==> src/rtl/mem_model_burst_tx_if.sv <==
// ----------------------------------------------------------------------------
// mem_model_burst_tx_if
//   Signal bundle for the memory-model read-burst transmitter: command queue
//   side, model-memory read side, and the outgoing beat stream.
//
//   master : the transmitter (pops queue, drives memory reads, sources beats)
//   slave  : the environment (queue, memory, downstream sink, abort source)
//
//   abort      synchronous flush request of the current burst
//   q_empty    command queue empty
//   q_rdata    queue head {count, addr}
//   q_read     pop strobe
//   mem_rd     memory read strobe, mem_addr valid with it
//   mem_rdata  read data, valid the cycle after mem_rd
//   tx_valid / tx_data / tx_last / tx_ready   beat stream
//   busy       burst active, read in flight or buffer non-empty
//   err_zero   one-cycle pulse on a discarded zero-count command
// ----------------------------------------------------------------------------
interface mem_model_burst_tx_if #(
    parameter int ADDR_WIDTH  = 32,
    parameter int BURST_WIDTH = 12,
    parameter int DATA_WIDTH  = 32
);
    logic                              abort;
    logic                              q_empty;
    logic [ADDR_WIDTH+BURST_WIDTH-1:0] q_rdata;
    logic                              q_read;
    logic                              mem_rd;
    logic [ADDR_WIDTH-1:0]             mem_addr;
    logic [DATA_WIDTH-1:0]             mem_rdata;
    logic                              tx_valid;
    logic [DATA_WIDTH-1:0]             tx_data;
    logic                              tx_last;
    logic                              tx_ready;
    logic                              busy;
    logic                              err_zero;

    modport master (
        input  abort, q_empty, q_rdata, mem_rdata, tx_ready,
        output q_read, mem_rd, mem_addr, tx_valid, tx_data, tx_last, busy, err_zero
    );

    modport slave (
        output abort, q_empty, q_rdata, mem_rdata, tx_ready,
        input  q_read, mem_rd, mem_addr, tx_valid, tx_data, tx_last, busy, err_zero
    );
endinterface

==> src/rtl/mem_model_burst_tx.sv <==
// ----------------------------------------------------------------------------
// mem_model_burst_tx
//   Read-burst transmitter for the memory model. Pops {count,addr} commands
//   from the command queue, issues one word read per beat to the model memory
//   and returns the read data on a valid/ready stream with a last-beat marker.
//   A 2-entry output buffer plus credit-based issue sustains one beat per
//   cycle while tx_ready stays high.
//
//   clk    rising-edge clock
//   reset  asynchronous, active-high
//   bus    mem_model_burst_tx_if.master (queue, memory and beat-stream signals)
// ----------------------------------------------------------------------------
module mem_model_burst_tx #(
    parameter int ADDR_WIDTH  = 32,
    parameter int BURST_WIDTH = 12,
    parameter int DATA_WIDTH  = 32
) (
    input  logic                 clk,
    input  logic                 reset,
    mem_model_burst_tx_if.master bus
);

    localparam logic [ADDR_WIDTH-1:0] ADDR_STEP = ADDR_WIDTH'(DATA_WIDTH / 8);

    typedef enum logic {
        IDLE,
        ISSUE
    } state_t;

    state_t                  state;
    state_t                  state_nxt;

    logic [ADDR_WIDTH-1:0]   cur_addr;
    logic [BURST_WIDTH-1:0]  remaining;
    logic                    err_zero_q;

    // read return tracking: one cycle behind mem_rd
    logic                    rd_vld_p1;
    logic                    rd_last_p1;

    // 2-entry output buffer
    logic [DATA_WIDTH-1:0]   buf_data [2];
    logic                    buf_last [2];
    logic                    buf_rd_ptr;
    logic                    buf_wr_ptr;
    logic [1:0]              buf_occ;

    logic [BURST_WIDTH-1:0]  q_count;
    logic [ADDR_WIDTH-1:0]   q_addr;
    logic                    q_pop;
    logic                    issue;
    logic                    tx_valid_int;
    logic                    pop;
    logic                    push;
    logic [2:0]              credit_sum;
    logic                    credit_ok;

    assign q_count      = bus.q_rdata[ADDR_WIDTH+BURST_WIDTH-1:ADDR_WIDTH];
    assign q_addr       = bus.q_rdata[ADDR_WIDTH-1:0];

    assign tx_valid_int = (buf_occ != 2'd0);
    assign pop          = tx_valid_int & bus.tx_ready;
    // returning data lands in the buffer unless abort discards it
    assign push         = rd_vld_p1 & ~bus.abort;

    // Slots committed after this cycle if no new read is issued. A pop can
    // only happen with buf_occ >= 1, so the subtraction never wraps.
    assign credit_sum   = 3'(buf_occ) + 3'(rd_vld_p1) - 3'(pop);
    assign credit_ok    = (credit_sum < 3'd2);

    always_ff @(posedge clk or posedge reset) begin
        if (reset) begin
            state <= IDLE;
        end else begin
            state <= state_nxt;
        end
    end

    always_comb begin
        state_nxt = state;
        q_pop     = 1'b0;
        issue     = 1'b0;
        case (state)
            IDLE: begin
                if (!bus.q_empty && !bus.abort) begin
                    q_pop = 1'b1;
                    if (q_count != '0) begin
                        state_nxt = ISSUE;
                    end
                end
            end
            ISSUE: begin
                if (bus.abort) begin
                    state_nxt = IDLE;
                end else if (credit_ok) begin
                    issue = 1'b1;
                    if (remaining == BURST_WIDTH'(1)) begin
                        state_nxt = IDLE;
                    end
                end
            end
            default: state_nxt = IDLE;
        endcase
    end

    // issue stage -> return stage
    always_ff @(posedge clk or posedge reset) begin
        if (reset) begin
            remaining  <= '0;
            err_zero_q <= 1'b0;
            rd_vld_p1  <= 1'b0;
            rd_last_p1 <= 1'b0;
            buf_rd_ptr <= 1'b0;
            buf_wr_ptr <= 1'b0;
            buf_occ    <= 2'd0;
        end else begin
            err_zero_q <= q_pop && (q_count == '0);
            rd_vld_p1  <= issue;
            rd_last_p1 <= issue && (remaining == BURST_WIDTH'(1));

            if (bus.abort) begin
                remaining <= '0;
            end else if (q_pop) begin
                remaining <= q_count;
            end else if (issue) begin
                remaining <= remaining - BURST_WIDTH'(1);
            end

            if (bus.abort) begin
                buf_rd_ptr <= 1'b0;
                buf_wr_ptr <= 1'b0;
                buf_occ    <= 2'd0;
            end else begin
                if (push) begin
                    buf_wr_ptr <= ~buf_wr_ptr;
                end
                if (pop) begin
                    buf_rd_ptr <= ~buf_rd_ptr;
                end
                buf_occ <= buf_occ + 2'(push) - 2'(pop);
            end
        end
    end

    // return stage -> buffer
    always_ff @(posedge clk) begin
        if (q_pop) begin
            cur_addr <= q_addr;
        end else if (issue) begin
            cur_addr <= cur_addr + ADDR_STEP;
        end
        if (push) begin
            buf_data[buf_wr_ptr] <= bus.mem_rdata;
            buf_last[buf_wr_ptr] <= rd_last_p1;
        end
    end

    // Data-carrying outputs are forced to zero when not qualified, so the
    // unreset storage never shows on the ports.
    assign bus.q_read   = q_pop;
    assign bus.mem_rd   = issue;
    assign bus.mem_addr = issue ? cur_addr : '0;
    assign bus.tx_valid = tx_valid_int;
    assign bus.tx_data  = tx_valid_int ? buf_data[buf_rd_ptr] : '0;
    assign bus.tx_last  = tx_valid_int & buf_last[buf_rd_ptr];
    assign bus.busy     = (state != IDLE) | rd_vld_p1 | tx_valid_int;
    assign bus.err_zero = err_zero_q;

endmodule

==> src/flat_wrapper.sv <==
// flat-port wrapper written by rule: the top's interface ports become plain ports
module mem_model_burst_tx_flat 
#(
    parameter int ADDR_WIDTH  = 32,
    parameter int BURST_WIDTH = 12,
    parameter int DATA_WIDTH  = 32
)
  (clk, reset, bus_abort, bus_q_empty, bus_q_rdata, bus_mem_rdata, bus_tx_ready, bus_q_read, bus_mem_rd, bus_mem_addr, bus_tx_valid, bus_tx_data, bus_tx_last, bus_busy, bus_err_zero);
  mem_model_burst_tx_if #(.ADDR_WIDTH(ADDR_WIDTH), .BURST_WIDTH(BURST_WIDTH), .DATA_WIDTH(DATA_WIDTH)) bus_i ();
  input  logic clk;
  input  logic reset;
  input wire logic [$bits(bus_i.abort)-1:0] bus_abort;
  input wire logic [$bits(bus_i.q_empty)-1:0] bus_q_empty;
  input wire logic [$bits(bus_i.q_rdata)-1:0] bus_q_rdata;
  input wire logic [$bits(bus_i.mem_rdata)-1:0] bus_mem_rdata;
  input wire logic [$bits(bus_i.tx_ready)-1:0] bus_tx_ready;
  output wire logic [$bits(bus_i.q_read)-1:0] bus_q_read;
  output wire logic [$bits(bus_i.mem_rd)-1:0] bus_mem_rd;
  output wire logic [$bits(bus_i.mem_addr)-1:0] bus_mem_addr;
  output wire logic [$bits(bus_i.tx_valid)-1:0] bus_tx_valid;
  output wire logic [$bits(bus_i.tx_data)-1:0] bus_tx_data;
  output wire logic [$bits(bus_i.tx_last)-1:0] bus_tx_last;
  output wire logic [$bits(bus_i.busy)-1:0] bus_busy;
  output wire logic [$bits(bus_i.err_zero)-1:0] bus_err_zero;
  assign bus_i.abort = bus_abort;
  assign bus_i.q_empty = bus_q_empty;
  assign bus_i.q_rdata = bus_q_rdata;
  assign bus_i.mem_rdata = bus_mem_rdata;
  assign bus_i.tx_ready = bus_tx_ready;
  assign bus_q_read = bus_i.q_read;
  assign bus_mem_rd = bus_i.mem_rd;
  assign bus_mem_addr = bus_i.mem_addr;
  assign bus_tx_valid = bus_i.tx_valid;
  assign bus_tx_data = bus_i.tx_data;
  assign bus_tx_last = bus_i.tx_last;
  assign bus_busy = bus_i.busy;
  assign bus_err_zero = bus_i.err_zero;
  mem_model_burst_tx #(.ADDR_WIDTH(ADDR_WIDTH), .BURST_WIDTH(BURST_WIDTH), .DATA_WIDTH(DATA_WIDTH)) u_core (.clk(clk), .reset(reset), .bus(bus_i));
endmodule
==> config.mk <==
export PLATFORM = sky130hd
export DESIGN_NAME = mem_model_burst_tx_flat
export DESIGN_NICKNAME = d
export VERILOG_FILES = /design/src/rtl/mem_model_burst_tx_if.sv /design/src/rtl/mem_model_burst_tx.sv /design/src/flat_wrapper.sv
export SDC_FILE = /design/constraint.sdc
export NUM_CORES = 1
export LEC_CHECK = 0
export CAP_MARGIN = 20
export CORE_AREA = 3 3 113 115
export CTS_CLUSTER_SIZE = 40
export DETAILED_ROUTE_END_ITERATION = 16
export DIE_AREA = 0 0 116 118
export GPL_TIMING_DRIVEN = 1
export PLACE_DENSITY = 0.82
export SLEW_MARGIN = 20
export SYNTH_ARGS = -nofsm -noshare
export SYNTH_HDL_FRONTEND = slang
export SYNTH_SLANG_ARGS = --single-unit
==> constraint.sdc <==
create_clock -name clk -period 3.45 [get_ports clk]
set_input_delay 0.69 -clock clk [delete_from_list [all_inputs] [get_ports clk]]
set_output_delay 0.69 -clock clk [all_outputs]
set_load 0.1 [all_outputs]
==> impl_metrics.yaml <==
setup_path:
  start_kind: "register"
  end_kind: "primary output"
  reg2reg_from: "u_core.buf_occ[0]"
  r2r-end: "u_core.remaining[4]"
  r2r_slack_ps: 610
  critPathArrivalTime_ps: 2600
  crit_end: "bus_mem_addr[6]"
  path_class: "reg -> out"
  cp.required_ps: 2760
  rr_worst_depth: 12
  setup.worst_path.start: "u_core.buf_occ[0]"
  critPathMaxFanout: 13
pwr:
  swShare: 0.4653
  comb_power_share: 0.509
  leakage_uw: 0.003215
  worst_ir_drop_vdd_uv: 379.6
  p_sw_uw: 3686
  pwr-share-clk: 0.235
  p_per_area_nw_per_um2: 915.1
  seq_power_share: 0.256
  power_uw: 7921
  p_int_uw: 4235
placement:
  gp_congestion: 0.8779
  port_buffers: 150
  dp_hpwl_um: 10040
  pre_cts_ws_ps: -169.6
timing:
  fmax_ghz: 0.3036
  finalSetupViolations: 0
  rsz0062_at_grt: "no"
  worstMarginPinSlew_ps: 1008
  timing.final.crit_period_ps: 3294
  clock_skew_ps: 10.10
  slew_violations: 0
  hold_viol_final: 0
  period_share: 0.9548
  fin_ws_ps: 156.0
  relSlewSlack: 0.3283
global_route:
  grt_pass1_vias: 4733
  grt_pass1_wl_um: 23920
  grt_max_degree: 73
  antenna_found_initial: 0
  gr-total-overflow: 0
  grtUsageTotal: 0.2239
finish:
  area_growth_pct: 50.10
  multi_input_area_um2: 2336
  nFillCells: 799
  nets: 756
  drive_above_1_share: 0.2570
  diodes: 0
  seqCellArea_um2: 3446
clock_tree:
  cts_buffers: 17
  clk_latency_ps: 410
  cts_root_buffer: "clkbuf_16"
  hold_buffers: 0
  cts_tree: "done"
  htree_levels: 4
  clockBufferDepth: 2
  cts_sinks: 118
  clk_pin_slew_ps: 50
synthesis:
  yosys_warnings: 0
  synth_compound_area_frac: 0.04969
  ys_ff_latch: 118
  ys_types: 44
  synth_cells: 500
  synth.yosys.seq_area_share: 0.5971
  synth_xor_area_frac: 0.06205
  syn_nets: 587
  async_flop_share: 0.1695
  syn_avg_cell_area_um2: 11.53
  synthMuxAreaShare: 0.06335
  synth_top_family_by_area: "simple AND/OR/NAND/NOR gates"
  synth-simple-area-share: 0.1864
  syn_area_um2: 5767
  synthAdderAreaFrac: 0.01432
  synth_edf_count: 98
  synth_ff_type: "edfxtp_1"
floorplanning:
  placementRows: 40
  fp.dieH_um: 118
  pin_count: 151
  chipWidth_um: 116
  initial_core_util: 0.4841
  dieArea_um2: 13690
  core_area_um2: 11910
detailed_routing:
  wl_per_cell_um: 18.25
  drc: 0
  drt_iter0_markers: 413
  drt-vias-per-instance: 5.534
  dr.pass1.iters: 9
  dr_total_vias: 4582
  wl_um: 15110
  postRouteAntennaNets: 0
run:
  maxCapViolCount: 0
min_path:
  hp-class: "reg -> reg"
run_status:
  status: "complete, no violations"
## metrics by stage
| step | hold slack, ps | instance area (µm²) | util | TNS, ps | std cells |
|---|---|---|---|---|---|
| CTS | 444.4 | 8641 | 0.7254 | 0 | 826 |
| global placement | 430.7 | 7944 | 0.6669 | -4446 | 790 |
| floorplan | 420.4 | 5942 | - | -9038 | 500 |
| detailed placement | 432.1 | 7944 | 0.6669 | -4067 | 790 |
| global route | 463.4 | 8656 | 0.7267 | 0 | 828 |
| finish | 443.8 | 8656 | 0.7267 | 0 | 828 |
## cells in the final DEF, fill, tap and decap left out, types with 10 or more instances in the layout
cell,n
nor3_1,13
inv_1,11
buf_4,52
edfxtp_1,98
dfrtp_1,18
nand3_1,13
clkbuf_16,17
nand2_1,50
xor2_1,10
buf_12,37
nor2_1,56
xnor2_1,28
and2_4,28
o21ai_0,28
clkdlybuf4s50_1,80
mux2i_1,35
## routing by layer
metal  share of wire  global-route usage  wire, µm  vias up
li1                -                   -         -     2123
met1            0.40              0.2786      6094     2191
met2            0.47              0.3507      7149      226
met3           0.095             0.07198      1434       42
met4           0.029              0.1066       435        0
met5               0                   0         0        -
## state kept, by name, indices dropped and copies added, names as in the netlist
| name | cells |
|---|---|
| u_core.buf_data | 64 |
| u_core.buf_last | 2 |
| u_core.buf_occ | 2 |
| u_core.buf_rd_ptr | 1 |
| u_core.buf_wr_ptr | 1 |
| u_core.bus.err_zero | 1 |
| u_core.cur_addr | 32 |
| u_core.rd_last_p1 | 1 |
| u_core.rd_vld_p1 | 1 |
| u_core.remaining | 12 |
| u_core.state | 1 |
## repair_timing
| item | in CTS | in global routing |
|---|---|---|
| endpoints found under the setup margin | 32 | 29 |
| gates resized for setup | 6 | 0 |
| cloned | 1 | 0 |
| buffers inserted | 4 | 2 |
| pin swaps | 2 | 0 |
## synth_stat cells, types with 6 or more instances
cell type / instances / share of area
nor3_1: 13 / 0.011
nand3_1: 13 / 0.011
edfxtp_1: 98 / 0.51
buf_2: 11 / 0.0095
nand4_1: 6 / 0.0065
o21ai_0: 28 / 0.024
inv_1: 13 / 0.0085
xnor2_1: 28 / 0.043
mux2i_1: 35 / 0.061
dfrtp_1: 20 / 0.087
clkbuf_1: 12 / 0.0078
nor4_1: 13 / 0.014
and3_1: 8 / 0.0087
nor2_1: 58 / 0.038
and2_1: 32 / 0.035
xor2_1: 11 / 0.017
nand2_1: 51 / 0.033
## logic make-up (layout without fill, tap and decap cells)
| kind of cell | after synthesis | count (layout) |
|---|---|---|
| AOI/OAI and AO/OA | 48 | 48 |
| xor gates and xnor gates | 40 | 40 |
| adders and majority gates | 6 | 6 |
| buffers and inverters | 38 | 219 |
| DFF | 118 | 118 |
| muxes | 36 | 36 |
| and+or+nand+nor | 214 | 214 |
## how the worst min path moves through the flow
stage,start,endpoint,cells after the start
final,u_core.rd_last_p1,u_core.buf_last[1],0
after global routing,u_core.rd_last_p1,u_core.buf_last[0],0
after global placement,u_core.rd_last_p1,u_core.buf_last[0],0
after floorplan,u_core.rd_last_p1,u_core.buf_last[0],0
after detailed placement,u_core.rd_last_p1,u_core.buf_last[0],0
after CTS,u_core.rd_last_p1,u_core.buf_last[1],0
## cell type report
cell class,instances,share of cell area
repair buffers,174,0.2317
multi-input cells,344,0.2699
inverters,14,0.006794
well taps,147,0.02125
flip-flops and latches,118,0.3981
clock inverters,14,0.02313
clock buffers,17,0.04915
## power groups by stage
stage	clock network [µW]	logic (µW)	registers, µW
global route	1940	4200	2060
global placement	0	3860	2050
finish	1860	4030	2030
CTS	1870	4020	2040
floorplan	0	2960	1930
detailed placement	0	3920	2060
## worst max-delay path, cell delays in order, from the launching register on
cell and delay (ps):
dfrtp_1 410, nor2_4 150, clkinvlp_4 110, nand2_2 100, nor2_2 50, fa_2 390
xor2_2 180, nor3_4 210, buf_6 150, buf_8 130, and2_4 160, buf_12 170
No activity file was read; power rests on OpenSTA's default activity.
==> edit: new RTL, config.mk and constraints unchanged <==
`DATA_WIDTH` is set to 32 in 3 places; all go to 40.
--- a/src/rtl/mem_model_burst_tx_if.sv
+++ b/src/rtl/mem_model_burst_tx_if.sv
@@ -21,3 +21,3 @@
     parameter int BURST_WIDTH = 12,
-    parameter int DATA_WIDTH  = 32
+    parameter int DATA_WIDTH  = 40
 );
--- a/src/rtl/mem_model_burst_tx.sv
+++ b/src/rtl/mem_model_burst_tx.sv
@@ -15,3 +15,3 @@
     parameter int BURST_WIDTH = 12,
-    parameter int DATA_WIDTH  = 32
+    parameter int DATA_WIDTH  = 40
 ) (
--- a/src/flat_wrapper.sv
+++ b/src/flat_wrapper.sv
@@ -5,3 +5,3 @@
     parameter int BURST_WIDTH = 12,
-    parameter int DATA_WIDTH  = 32
+    parameter int DATA_WIDTH  = 40
 )
Interface: changed (resized bus_mem_rdata and bus_tx_data); port bits go from 151 to 167. The function was not compared with the original's and may differ.
==> edit against the original RTL <==
The run now ends with setup timing left; synthesized cell count grew 7.6%; wire length increased by 6.6%; sequential cell count rose by 16; global-route usage grew 1.4 points; design area grew 10%; worst setup slack got worse by 0.17 ns; synthesized area grew 11%; sequential power is 13% higher; register-to-register slack worse by 0.22 ns; power is 7.2% higher; hold slack better by 0.0071 ns; clock power up 5%; critical path type unchanged; largest power group unchanged.
==> edit: results (changes against the original RTL) <==
outcome=finished with violations; failing checks=setup timing; Port Buffers=166 (+11%); drt initial violations=367 (-11%); Hold Crit Endpoint=u_core.buf_last[0]; crit path DAT=2.78 ns (+0.18 ns); Critical R2R Capture=u_core.cur_addr[26]; reg2reg path depth=14 (+2); Seq/Total Area, Yosys=61.0% (+1.3 points); met3 wire len=1.17 mm (-18%); Adder-Cell Fraction of Synth Area=1.28% (-0.15 points); DRT Pass-1 Iters=4 (-5); Post-DP Area=0.00872 sq mm (+9.8%); Post-synth EDFFs=114 (+16%); Final WS setup=-0.0171 ns (-0.173 ns); P_leak=3.47 nW (+7.8%); worst hold slack=0.451 ns (+0.00712 ns); met2 Track Usage GR=39.1% (+4.0 points); dpl ws=-0.145 ns (+0.0247 ns); top cells by count, synth=114 x edfxtp_1, 73 x nor2_1, 48 x nand2_1, 41 x mux2i_1, 31 x and2_1; area fraction in compound gates after synthesis=5.02% (+0.053 points); total number of vias=4,841 (+5.7%); placer congestion estimate=0.887 (+1.0%); Pwr Total=8.49 mW (+7.2%); met2 WL=7.94 mm (+11%); Total GRT Usage=23.8% (+1.4 points); worst vdd ir=0.469 mV (+23%); CTS resizes=9 (+3); Setup Viol. Count Final=27 (+27)
edit: cell count changes after synthesis, sizes merged, moves of 6 or more:
cell / before / now
a211oi: 0 / 7
a21oi: 5 / 14
clkbuf: 12 / 19
edfxtp: 98 / 114
mux2i: 35 / 41
nor2: 58 / 73
edit: layout make-up:
| class | count | area share, % |
|---|---|---|
| inverter | 11 | 0.473 |
| multi-input combinational | 365 | 26.5 |
| sequential | 134 | 41.2 |
| clock buffer | 18 | 4.50 |
| tap | 147 | 1.93 |
| timing repair buffer | 195 | 23.2 |
| clock inverter | 14 | 2.23 |
edit: worst register-to-register path, cell delays in order (launching register included):
cell and delay, ns:
dfrtp_2 0.42, nor2_4 0.15, clkinvlp_4 0.11, and2_4 0.14
nor2b_4 0.12, fa_2 0.37, xor2_2 0.22, nor3_4 0.08
buf_6 0.16, buf_16 0.14, buf_4 0.13, buf_4 0.13
buf_4 0.14, or2_2 0.29, buf_12 0.18
